`config.mk`:
```
export PLATFORM = sky130hd
export DESIGN_NAME = fft_frame_sequencer
export DESIGN_NICKNAME = d
export VERILOG_FILES = /design/src/rtl/fft_frame_sequencer.sv
export SDC_FILE = /design/constraint.sdc
export NUM_CORES = 1
export LEC_CHECK = 0
export CAP_MARGIN = 20
export CORE_AREA = 2 2 368 370
export CTS_BUF_LIST = sky130_fd_sc_hd__clkbuf_8 sky130_fd_sc_hd__clkbuf_16
export DETAILED_ROUTE_END_ITERATION = 12
export DIE_AREA = 0 0 370 372
export DONT_BUFFER_PORTS = 1
export PLACE_DENSITY = 0.53
export SETUP_SLACK_MARGIN = 0.5
export SYNTH_ARGS = -nofsm -noshare
export SYNTH_HDL_FRONTEND = slang
export SYNTH_SLANG_ARGS = --single-unit
```
`constraint.sdc`:
```
create_clock -name clk -period 4.4 [get_ports clk]
set_input_delay 0.88 -clock clk [delete_from_list [all_inputs] [get_ports clk]]
set_output_delay 0.88 -clock clk [all_outputs]
set_load 0.01 [all_outputs]
```
`src/rtl/fft_frame_sequencer.sv`:
```
// Frames the 24-bit sample stream into 16-sample blocks, launches FFT_Processor and latches its bins.
// Optional watchdog on the done handshake is built when FFT_TIMEOUT_EN is defined.
module fft_frame_sequencer #(
  parameter int N_PTS  = 16,
  parameter int SAMP_W = 24,
  parameter int BIN_W  = 16
`ifdef FFT_TIMEOUT_EN
  , parameter int TIMEOUT = 64
`endif
) (
  input  logic                    clk,
  input  logic                    reset,
  input  logic [SAMP_W-1:0]       sample_in,
  input  logic                    sample_valid,
  output logic                    fft_new_t,
  output logic [N_PTS*SAMP_W-1:0] fft_t_bus,
  input  logic                    fft_done,
  input  logic [N_PTS*BIN_W-1:0]  fft_f_bus,
  output logic [N_PTS*BIN_W-1:0]  bins_out,
  output logic                    bins_valid,
  output logic                    busy,
  output logic [7:0]              drop_cnt,
  output logic                    timeout_err
);

  localparam int CNT_W = $clog2(N_PTS);

  typedef enum logic [1:0] {
    S_IDLE,
    S_LAUNCH,
    S_WAIT,
    S_CAPTURE
  } state_t;

  state_t                    state_reg, state_next;
  logic [CNT_W-1:0]          fill_cnt_reg;
  logic [SAMP_W-1:0]         samp_buf_reg [N_PTS-1];
  logic [N_PTS*SAMP_W-1:0]   t_bus_reg;
  logic [N_PTS*BIN_W-1:0]    bins_reg;
  logic [7:0]                drop_cnt_reg;
  logic                      done_prev_reg;
  logic                      frame_full;
  logic                      done_rise;
  logic                      load_frame;
  logic                      capture_bins;
  logic                      drop_frame;
  logic [N_PTS*SAMP_W-1:0]   frame_flat;

  assign frame_full = sample_valid && (fill_cnt_reg == CNT_W'(N_PTS-1));
  assign done_rise  = fft_done && !done_prev_reg;

  // The last sample is never stored: it is forwarded straight into the frozen frame.
  genvar gi;
  generate
    for (gi = 0; gi < N_PTS; gi++) begin : g_frame
      if (gi == N_PTS-1) begin : g_last
        assign frame_flat[gi*SAMP_W +: SAMP_W] = sample_in;
      end else begin : g_buf
        assign frame_flat[gi*SAMP_W +: SAMP_W] = samp_buf_reg[gi];
      end
    end
  endgenerate

  always_ff @(posedge clk or negedge reset) begin
    if (!reset) begin
      fill_cnt_reg <= '0;
      for (int i = 0; i < N_PTS-1; i++) begin
        samp_buf_reg[i] <= '0;
      end
    end else if (sample_valid) begin
      if (frame_full) begin
        fill_cnt_reg <= '0;
      end else begin
        fill_cnt_reg               <= fill_cnt_reg + CNT_W'(1);
        samp_buf_reg[fill_cnt_reg] <= sample_in;
      end
    end
  end

`ifdef FFT_TIMEOUT_EN
  localparam int WAIT_W = $clog2(TIMEOUT+1);
  logic [WAIT_W-1:0] wait_cnt_reg;
  logic              timeout_err_reg;
  logic              timeout_fire;
`endif

  always_ff @(posedge clk or negedge reset) begin
    if (!reset) begin
      state_reg <= S_IDLE;
    end else begin
      state_reg <= state_next;
    end
  end

  always_comb begin
    state_next   = state_reg;
    load_frame   = 1'b0;
    capture_bins = 1'b0;
    drop_frame   = 1'b0;
`ifdef FFT_TIMEOUT_EN
    timeout_fire = 1'b0;
`endif
    case (state_reg)
      S_IDLE: begin
        if (frame_full) begin
          load_frame = 1'b1;
          state_next = S_LAUNCH;
        end
      end
      S_LAUNCH: state_next = S_WAIT;
      S_WAIT: begin
        if (done_rise) begin
          capture_bins = 1'b1;
          state_next   = S_CAPTURE;
        end
`ifdef FFT_TIMEOUT_EN
        else if (wait_cnt_reg == WAIT_W'(TIMEOUT-1)) begin
          timeout_fire = 1'b1;
          state_next   = S_IDLE;
        end
`endif
      end
      S_CAPTURE: state_next = S_IDLE;
      default:   state_next = S_IDLE;
    endcase
    if (frame_full && (state_reg != S_IDLE)) begin
      drop_frame = 1'b1;
    end
  end

  // bins_reg loads on the WAIT->CAPTURE edge so bins_out is already new while bins_valid is high.
  always_ff @(posedge clk or negedge reset) begin
    if (!reset) begin
      t_bus_reg     <= '0;
      bins_reg      <= '0;
      drop_cnt_reg  <= '0;
      done_prev_reg <= 1'b0;
    end else begin
      if (load_frame) begin
        t_bus_reg <= frame_flat;
      end
      if (capture_bins) begin
        bins_reg <= fft_f_bus;
      end
      if (drop_frame && (drop_cnt_reg != 8'hFF)) begin
        drop_cnt_reg <= drop_cnt_reg + 8'd1;
      end
      if ((state_reg == S_LAUNCH) || (state_reg == S_WAIT)) begin
        done_prev_reg <= fft_done;
      end
    end
  end

`ifdef FFT_TIMEOUT_EN
  always_ff @(posedge clk or negedge reset) begin
    if (!reset) begin
      wait_cnt_reg    <= '0;
      timeout_err_reg <= 1'b0;
    end else begin
      if (state_reg == S_WAIT) begin
        wait_cnt_reg <= wait_cnt_reg + WAIT_W'(1);
      end else begin
        wait_cnt_reg <= '0;
      end
      if (timeout_fire) begin
        timeout_err_reg <= 1'b1;
      end
    end
  end

  assign timeout_err = timeout_err_reg;
`else
  assign timeout_err = 1'b0;
`endif

  assign fft_new_t  = (state_reg == S_LAUNCH);
  assign bins_valid = (state_reg == S_CAPTURE);
  assign busy       = (state_reg != S_IDLE);
  assign fft_t_bus  = t_bus_reg;
  assign bins_out   = bins_reg;
  assign drop_cnt   = drop_cnt_reg;

endmodule

```
==> results of run 1 <==
==> worst max-delay path, stage by stage (launching register included) <==
cell	delay, ps
dfrtp_1	410
inv_1	110
ha_1	290
inv_1	370
or2_4	490
buf_12	490
mux2_2	410
==> layout make-up <==
cell class / instances / area (sq um) / share of cell area (%)
tap: 1781 / 2230 / 4.94
clock buffer: 129 / 2990 / 6.64
sequential: 1015 / 25400 / 56.3
multi-input combinational: 1083 / 13200 / 29.3
clock inverter: 72 / 762 / 1.69
antenna: 23 / 57.6 / 0.128
timing repair buffer: 27 / 400 / 0.888
inverter: 5 / 18.8 / 0.0416
==> worst max path at each step <==
stage	from	end	slack [ps]	cells after the start
after floorplan	sample_valid	frame_flat[24]$_DFFE_PN0P_	2260	6
after global placement	state_reg[0]$_DFFE_PN0P_	fft_t_bus[11]$_DFFE_PN0P_	1490	6
after detailed placement	state_reg[0]$_DFFE_PN0P_	fft_t_bus[12]$_DFFE_PN0P_	1450	6
after CTS	state_reg[0]$_DFFE_PN0P_	fft_t_bus[12]$_DFFE_PN0P_	1440	6
after global routing	state_reg[0]$_DFFE_PN0P_	fft_t_bus[12]$_DFFE_PN0P_	1340	6
final	state_reg[0]$_DFFE_PN0P_	fft_t_bus[12]$_DFFE_PN0P_	1450	6
==> stage by stage <==
stage,utilization (%),setup slack [ps]
final,33.6,1450
after global routing,33.6,1340
after CTS,33.4,1440
after detailed placement,30.6,1450
after global placement,30.6,1490
after floorplan,-,2260
==> power by group through the flow <==
stage	Sequential (uW)	Combinational, uW	Clock, uW
final	17200	5430	9430
after global routing	17700	5930	10100
after detailed placement	17400	5290	0
after CTS	17300	5310	9720
after floorplan	15900	4750	0
after global placement	17300	5000	0
==> kinds of logic after synthesis <==
kind of cell             Yosys count
multiplexers                    1004
adder cells (fa/ha/maj)           10
AO/OA/AOI/OAI                     13
AND/OR/NAND/NOR                   51
flip-flops                      1015
buffers and inverters            139
other                              1
XOR/XNOR                           4
==> layer usage <==
layer / routed length, um / track usage, % / vias to the layer above
met5: 27 / 0 / -
met4: 4230 / 7.03 / 4
met3: 9500 / 5.75 / 220
met2: 59300 / 28.0 / 738
met1: 39300 / 16.7 / 10200
li1: - / - / 7935
==> cell usage in the layout, fill, tap and decap left out, types with 3 or more instances in the layout <==
cell type  instances
ha_1              10
clkinv_2          25
bufinv_16         11
nor2_1             6
nand2_1           13
and3_1             3
inv_1             30
buf_4             14
mux2_4           360
buf_12             6
buf_16             6
clkbuf_8          21
clkinv_16          4
xnor2_1            3
diode_2           23
mux2_2           644
nand3_1            4
nand2_2            6
o21ai_0            4
dfrtp_1         1015
and2_1             3
clkbuf_16        108
a21oi_1            5
==> impl_metrics.env, run 1 <==
export IMPL_status="completed"
export IMPL_worst_pin_slew_ps=1200
export IMPL_min_path_type="input pin to async pin"
export IMPL_grt_pass1_wl_um=157000
export IMPL_cts_buffer_depth=3
export IMPL_synth_top_family_by_area="multiplexers"
export IMPL_hpwl_um=77500
export IMPL_area_growth_pct=13.9
export IMPL_cts_tree="yes"
export IMPL_viasPerCell=4.61
export IMPL_track_usage_pct=15.8
export IMPL_synth_edf_count=0
export IMPL_rows=135
export IMPL_netlist_area_sq_mm=0.0396
export IMPL_yosys_area_share_simple_pct=0.755
export IMPL_synth_area_leaders="dfrtp_1 (64%), mux2_2 (18%), mux2_4 (14%)"
export IMPL_synth_top_area_share_pct=64.2
export IMPL_p_comb_share_pct=16.9
export IMPL_cts_sinks=1015
export IMPL_htreeDepth=3
export IMPL_overflow=0
export IMPL_rsz0062_at_grt="no"
export IMPL_largest_register_ff_count=384
export IMPL_synth_compound_area_share_pct=0.193
export IMPL_initial_core_util_pct=29.5
export IMPL_yosys_area_share_adder_pct=0.316
export IMPL_synth_distinct_cells=38
export IMPL_intPower_uw=22300
export IMPL_clkLatencyLatePin_ps=740
export IMPL_dp_cells=3904
export IMPL_io_buffers=0
export IMPL_fin_cells=4135
export IMPL_endpoint_kind="flop"
export IMPL_dr_first_iter_drc_count=907
export IMPL_holdWs_ps=121
export IMPL_synth_top_cell_by_area="dfrtp_1"
export IMPL_cts_buffers=108
export IMPL_synth_main_ff_cell="dfrtp_1"
export IMPL_wl_per_cell_um=27.2
export IMPL_die_height_um=372
export IMPL_maxSlewHeadroom_pct=19.7
export IMPL_ys_warn_count=0
export IMPL_tns_ps=0
export IMPL_maxSlewViolCount=0
export IMPL_synthTopCellsByCount="dfrtp_1 (1015), mux2_2 (644), mux2_4 (360)"
export IMPL_final_area_sq_mm=0.0451
export IMPL_final_hold_violation_count=0
export IMPL_fmax_ghz=0.339
export IMPL_placed_area_sq_mm=0.0411
export IMPL_clkSlewWorstSetupHoldPaths_ps=60
export IMPL_synth_seq_area_share_pct=64.2
export IMPL_fillers=12700
export IMPL_post_synth_xor_area_fraction_pct=0.0885
export IMPL_syn_nets=2531
export IMPL_cp_arrival_ps=3550
export IMPL_r2r_slack_ps=1450
export IMPL_vdd_ir_drop_max_uv=379
export IMPL_synth_seq_cells=1015
export IMPL_grt_pass1_vias=20500
export IMPL_path_max_fanout=94
export IMPL_drc=0
export IMPL_gp_congestion=0.835
export IMPL_syn_inst=2237
export IMPL_synthMuxAreaShare_pct=32.0
export IMPL_setup_viol=0
export IMPL_dieWidth_um=370
export IMPL_crit_required_ps=5010
export IMPL_layout_drive_gt1_share_pct=52.2
export IMPL_power_density_mw_per_mm2=712
export IMPL_fin_crit_sh_pct=67.0
export IMPL_io_pin_count=936
export IMPL_p_leak_uw=0.0219
export IMPL_maxCapViolations=0
export IMPL_synth_most_common_cell="dfrtp_1"
export IMPL_die_area_sq_mm=0.138
export IMPL_final_antenna_net_count=0
export IMPL_cts_root_buffer="clkbuf_16"
export IMPL_p_clk_share_pct=29.4
export IMPL_power_frac_seq_pct=53.7
export IMPL_r2r_start="state_reg[0]$_DFFE_PN0P_"
export IMPL_clock_skew_ps=38.7
export IMPL_reg2reg_depth=6
export IMPL_power_share_switching_pct=30.3
export IMPL_post_cts_setup_buffer_count=0
export IMPL_power_uw=32100
export IMPL_period_minus_slack_ps=2950
export IMPL_ctsResizeCount=0
export IMPL_timing_rr_end="fft_t_bus[12]$_DFFE_PN0P_"
export IMPL_critPathKind="flop to flop"
export IMPL_synthArstFlopShare_pct=100
export IMPL_drtPass1Iterations=4
export IMPL_grt_max_degree=1016
export IMPL_antenna_found_initial=55
export IMPL_vias=19100
export IMPL_wirelength_um=112000
export IMPL_core_sq_mm=0.134
export IMPL_p_sw_uw=9730
export IMPL_nets=2534
export IMPL_startpoint_type="flop"
export IMPL_synth_area_per_cell_sq_um=17.7
(Power assumes the default switching activity.)
==> run 2: changes to the inputs <==
PLACE_DENSITY = 0.55   (was 0.53)
clock period = 2.6 ns   (was 4.4 ns; I/O delays follow)
==> run 2 against run 1 <==
Against the previous run:
- the flow now finishes with violations (hold timing)
- critical endpoint is now bins_out[99]$_DFFE_PN0P_
- clock power up 70%
- largest power group unchanged
- sequential cell count unchanged
- register-to-register slack worse by 930 ps
- highest routed layer unchanged
- sequential share of layout area down 4.3 points
- largest cell class unchanged
- power up 75%
- first-iteration DRC count up 8.8%
==> impl_metrics.env, run 2 (synthesized netlist as in run 1, its figures left out) <==
export IMPL_cts_tree="yes"
export IMPL_nets=2864
export IMPL_status="finished, violations left"
export IMPL_cts_root_buffer="clkbuf_16"
export IMPL_holdWs_ps=-513
export IMPL_reg2reg_depth=7
export IMPL_cts_sinks=1015
export IMPL_timing_rr_end="bins_out[99]$_DFFE_PN0P_"
export IMPL_rows=135
export IMPL_grt_pass1_wl_um=173000
export IMPL_critPathKind="flop to flop"
export IMPL_io_pin_count=936
export IMPL_overflow=0
export IMPL_layout_drive_gt1_share_pct=48.7
export IMPL_crit_path_end="bins_out[99]$_DFFE_PN0P_"
export IMPL_vias=20500
export IMPL_p_comb_share_pct=18.4
export IMPL_dp_cells=3932
export IMPL_final_antenna_net_count=0
export IMPL_cts_buffer_depth=3
export IMPL_die_height_um=372
export IMPL_gp_congestion=1.01
export IMPL_p_leak_uw=0.0235
export IMPL_power_frac_seq_pct=53.1
export IMPL_violations="hold timing"
export IMPL_cp_startpoint="state_reg[1]$_DFFE_PN0P_"
export IMPL_largest_register_ff_count=384
export IMPL_p_sw_uw=17700
export IMPL_viasPerCell=4.61
export IMPL_maxSlewHeadroom_pct=25.8
export IMPL_io_buffers=0
export IMPL_power_density_mw_per_mm2=1150
export IMPL_track_usage_pct=17.5
export IMPL_fin_cells=4460
export IMPL_grt_max_degree=1016
export IMPL_fin_util_pct=36.3
export IMPL_htreeDepth=3
export IMPL_cp_arrival_ps=2650
export IMPL_clock_skew_ps=32.7
export IMPL_tns_ps=0
export IMPL_die_area_sq_mm=0.138
export IMPL_path_max_fanout=19
export IMPL_worst_pin_slew_ps=1110
export IMPL_maxSlewViolCount=0
export IMPL_hpwl_um=85400
export IMPL_r2r_start="state_reg[1]$_DFFE_PN0P_"
export IMPL_endpoint_kind="flop"
export IMPL_clkSlewWorstSetupHoldPaths_ps=60
export IMPL_clkLatencyLatePin_ps=730
export IMPL_vdd_ir_drop_max_uv=679
export IMPL_cts_hold_buf=282
export IMPL_rsz0062_at_grt="yes"
export IMPL_drc=0
export IMPL_final_cell_mix="dfrtp_1 (1012), mux2_2 (644), mux2_4 (360)"
export IMPL_min_path_type="input pin to async pin"
export IMPL_fin_crit_sh_pct=79.8
export IMPL_wl_per_cell_um=28.0
export IMPL_setup_viol=0
export IMPL_cts_buffers=108
export IMPL_r2r_slack_ps=530
export IMPL_startpoint_type="flop"
export IMPL_intPower_uw=38400
export IMPL_period_minus_slack_ps=2070
export IMPL_grt_pass1_vias=22300
export IMPL_antenna_found_initial=28
export IMPL_dr_first_iter_drc_count=987
export IMPL_initial_core_util_pct=29.5
export IMPL_p_clk_share_pct=28.5
export IMPL_maxCapViolations=0
export IMPL_wirelength_um=125000
export IMPL_crit_required_ps=3180
export IMPL_final_hold_violation_count=370
export IMPL_fmax_ghz=0.482
export IMPL_drtPass1Iterations=4
export IMPL_dieWidth_um=370
export IMPL_core_sq_mm=0.134
export IMPL_layout_commonest_cell="dfrtp_1"
export IMPL_power_share_switching_pct=31.6
export IMPL_area_growth_pct=23.2
==> run 2: metrics by stage <==
step	total power, uW	setup slack, ps	area [sq um]
floorplan	34900	671	39600
global route	58800	443	48800
global placement	38600	389	41500
CTS	56300	431	48400
finish	56100	526	48800
detailed placement	39200	331	41500
==> run 2: final cells by class <==
cell class | count | area (sq um)
Inverter | 5 | 18.8
Clock buffer | 134 | 3060
Antenna cell | 17 | 42.5
Multi-Input combinational cell | 1083 | 13300
Fill cell | 12400 | 85500
Tap cell | 1781 | 2230
Timing Repair Buffer | 357 | 4080
Sequential cell | 1015 | 25400
Clock inverter | 68 | 683
==> run 2: how the worst min path moves through the flow <==
stage	slack (ps)	startpoint	to	cells past startpoint
2_1_floorplan	220	reset	bins_out[0]$_DFFE_PN0P_	0
3_3_place_gp	250	reset	bins_out[217]$_DFFE_PN0P_	0
3_5_place_dp	250	reset	bins_out[217]$_DFFE_PN0P_	0
4_1_cts	-570	reset	bins_out[217]$_DFFE_PN0P_	0
5_1_grt	-580	reset	bins_out[14]$_DFFE_PN0P_	0
6_report	-510	reset	bins_out[217]$_DFFE_PN0P_	0
==> run 2: power by group through the flow <==
stage                     registers [uW]  logic, uW  clock network, uW
after global routing               30600      11200              17000
after global placement             29900       8640                  0
after CTS                          29900       9970              16400
after detailed placement           30100       9130                  0
after floorplan                    26800       8030                  0
final                              29800      10300              16000
==> run 2: critical path: stages, from the launching register on <==
cell       delay, ps
dfrtp_1          390
buf_4            140
ha_1             210
nand3b_1         190
buf_4            210
buf_4            140
bufbuf_16        310
mux2_2           350
==> run 2: timing repair <==
item / 4_1_cts / 5_1_grt
resized for setup: 13 / 10
endpoints found under the setup margin: 449 / 412
pin swaps: 3 / 2
endpoints found under the hold margin: 1660 / 375
gates cloned: 2 / 5
setup buffers: 9 / 6
==> run 2: metal layers <==
| metal | vias up | share of wire, % | track usage [%] |
|---|---|---|---|
| li1 | 8579 | - | - |
| met1 | 11000 | 35 | 18.6 |
| met2 | 746 | 51 | 30.3 |
| met3 | 234 | 9.1 | 6.90 |
| met4 | 8 | 4.4 | 7.92 |
| met5 | - | 0.034 | 0 |
==> run 3: changes to the inputs <==
clock period = 1.85 ns   (was 2.6 ns; I/O delays follow)
==> run 3 against run 2 <==
Against the previous run:
- the flow finishes with violations (hold timing, setup timing)
- combinational power up 100%
- register-to-register slack worse by 780 ps
- worst setup slack worse by 780 ps
- critical path type unchanged
- critical endpoint is now frame_flat[294]$_DFFE_PN0P_
- highest routed layer unchanged
==> impl_metrics.env, run 3 (synthesized netlist as in run 1, its figures left out) <==
export IMPL_status="finished, violations left"
export IMPL_violations="hold timing, setup timing"
export IMPL_endpoint_kind="flop"
export IMPL_grt_pass1_vias=23200
export IMPL_startpoint_type="flop"
export IMPL_power_share_switching_pct=31.9
export IMPL_p_sw_uw=27200
export IMPL_multi_input_area_sq_mm=0.0149
export IMPL_gp_congestion=0.906
export IMPL_overflow=0
export IMPL_antenna_found_initial=62
export IMPL_critPathKind="flop to flop"
export IMPL_maxCapViolations=0
export IMPL_power_frac_seq_pct=49.5
export IMPL_p_leak_uw=0.0275
export IMPL_tns_ps=-101940
export IMPL_worst_pin_slew_ps=1100
export IMPL_p_comb_share_pct=24.2
export IMPL_fin_crit_sh_pct=114
export IMPL_final_hold_violation_count=427
export IMPL_wl_per_cell_um=31.7
export IMPL_r2r_slack_ps=-250
export IMPL_cts_hold_buf=306
export IMPL_area_growth_pct=38.6
export IMPL_clock_skew_ps=52.7
export IMPL_htreeDepth=3
export IMPL_crit_required_ps=2420
export IMPL_cts_buffers=109
export IMPL_vias=22400
export IMPL_cts_tree="yes"
export IMPL_grt_max_degree=1016
export IMPL_maxSlewHeadroom_pct=26.9
export IMPL_fin_util_pct=40.8
export IMPL_grt_pass1_wl_um=187000
export IMPL_path_max_fanout=12
export IMPL_drc=0
export IMPL_final_cell_mix="dfrtp_1 (1014), mux2_4 (738), dlygate4sd3_1 (282)"
export IMPL_reg2reg_depth=10
export IMPL_wirelength_um=149000
export IMPL_nets=3089
export IMPL_setup_ws_ps=-253
export IMPL_layout_drive_gt1_share_pct=52.6
export IMPL_core_sq_mm=0.134
export IMPL_viasPerCell=4.75
export IMPL_io_pin_count=936
export IMPL_largest_register_ff_count=384
export IMPL_fillers=11800
export IMPL_cp_arrival_ps=2670
export IMPL_clkSlewWorstSetupHoldPaths_ps=60
export IMPL_setup_viol=898
export IMPL_fmax_ghz=0.475
export IMPL_p_clk_share_pct=26.3
export IMPL_drtPass1Iterations=5
export IMPL_vdd_ir_drop_max_uv=941
export IMPL_place_ws_ps=-219
export IMPL_final_antenna_net_count=0
export IMPL_track_usage_pct=19.2
export IMPL_cts_buffer_depth=3
export IMPL_rsz0062_at_grt="yes"
export IMPL_dr_first_iter_drc_count=1476
export IMPL_maxSlewViolCount=0
export IMPL_power_uw=85500
export IMPL_die_height_um=372
export IMPL_holdWs_ps=-653
export IMPL_ff_latch_area_sq_mm=0.0254
export IMPL_power_density_mw_per_mm2=1560
export IMPL_intPower_uw=58300
export IMPL_die_area_sq_mm=0.138
export IMPL_initial_core_util_pct=29.5
export IMPL_layout_commonest_cell="dfrtp_1"
export IMPL_rows=135
export IMPL_clkLatencyLatePin_ps=740
export IMPL_period_minus_slack_ps=2100
export IMPL_cts_sinks=1015
export IMPL_hpwl_um=92900
export IMPL_min_path_type="input pin to async pin"
export IMPL_io_buffers=0
export IMPL_dieWidth_um=370
export IMPL_cts_root_buffer="clkbuf_16"
==> run 3: worst max-delay path, cell delays in order, from the launching register on <==
cell and delay (ps):
dfrtp_1 420, buf_6 140, buf_6 110, inv_4 60
ha_4 150, nand2_4 70, buf_12 130, nor3_4 150
buf_12 150, buf_12 160, mux2_2 350
==> run 3: path summary, 6_finish.rpt <==
path | endpoint | startpoint
setup / recovery | frame_flat[294]$_DFFE_PN0P_ | fill_cnt_reg[0]$_DFFE_PN0P_
hold / removal | frame_flat[144]$_DFFE_PN0P_ | reset
setup reg to reg | frame_flat[294]$_DFFE_PN0P_ | fill_cnt_reg[0]$_DFFE_PN0P_
hold reg to reg | fft_t_bus[30]$_DFFE_PN0P_ | frame_flat[30]$_DFFE_PN0P_
max in group asynchronous | fft_t_bus[85]$_DFFE_PN0P_ | reset
min in group clk | bins_out[214]$_DFFE_PN0P_ | fft_done
==> run 3: cell type report <==
cell class / count / share of cell area [%]
Sequential cell: 1015 / 46.3
Multi-Input combinational cell: 1083 / 27.1
Timing Repair Buffer: 581 / 15.4
Clock buffer: 137 / 5.70
Tap cell: 1781 / 4.06
Clock inverter: 69 / 1.15
Antenna cell: 37 / 0.169
Inverter: 5 / 0.0433
==> run 3: routing by layer <==
metal  GRT usage, %  up-vias  share of wire, %
met4           6.85       42               3.1
met3           7.73      283               8.9
met2           31.1      912                47
met1           23.0    12000                40
met5          0.559        -              0.22
li1               -     9117                 -
==> run 3: power by group through the flow <==
stage               sequential (uW)  clock (uW)  combinational, uW
floorplan                     37800           0              12300
CTS                           42200       23000              16600
global route                  43100       24000              22000
finish                        42400       22500              20700
global placement              42200           0              13400
detailed placement            42500           0              14100
==> run 3: stage by stage <==
| stage | hold slack [ps] | instance area (sq um) | std cells |
|---|---|---|---|
| after CTS | -700 | 51300 | 4561 |
| after global placement | 100 | 42500 | 3988 |
| final | -653 | 54900 | 4708 |
| after global routing | -704 | 54800 | 4692 |
| after floorplan | 74.4 | 40200 | 2237 |
| after detailed placement | 106 | 42500 | 3988 |
==> run 3: timing repair <==
item	4_1_cts	5_1_grt
resized for setup	153	370
gates cloned	28	72
hold endpoints to repair	1662	427
setup buffers	33	33
pin swaps	6	12
setup endpoints to repair	1659	2224
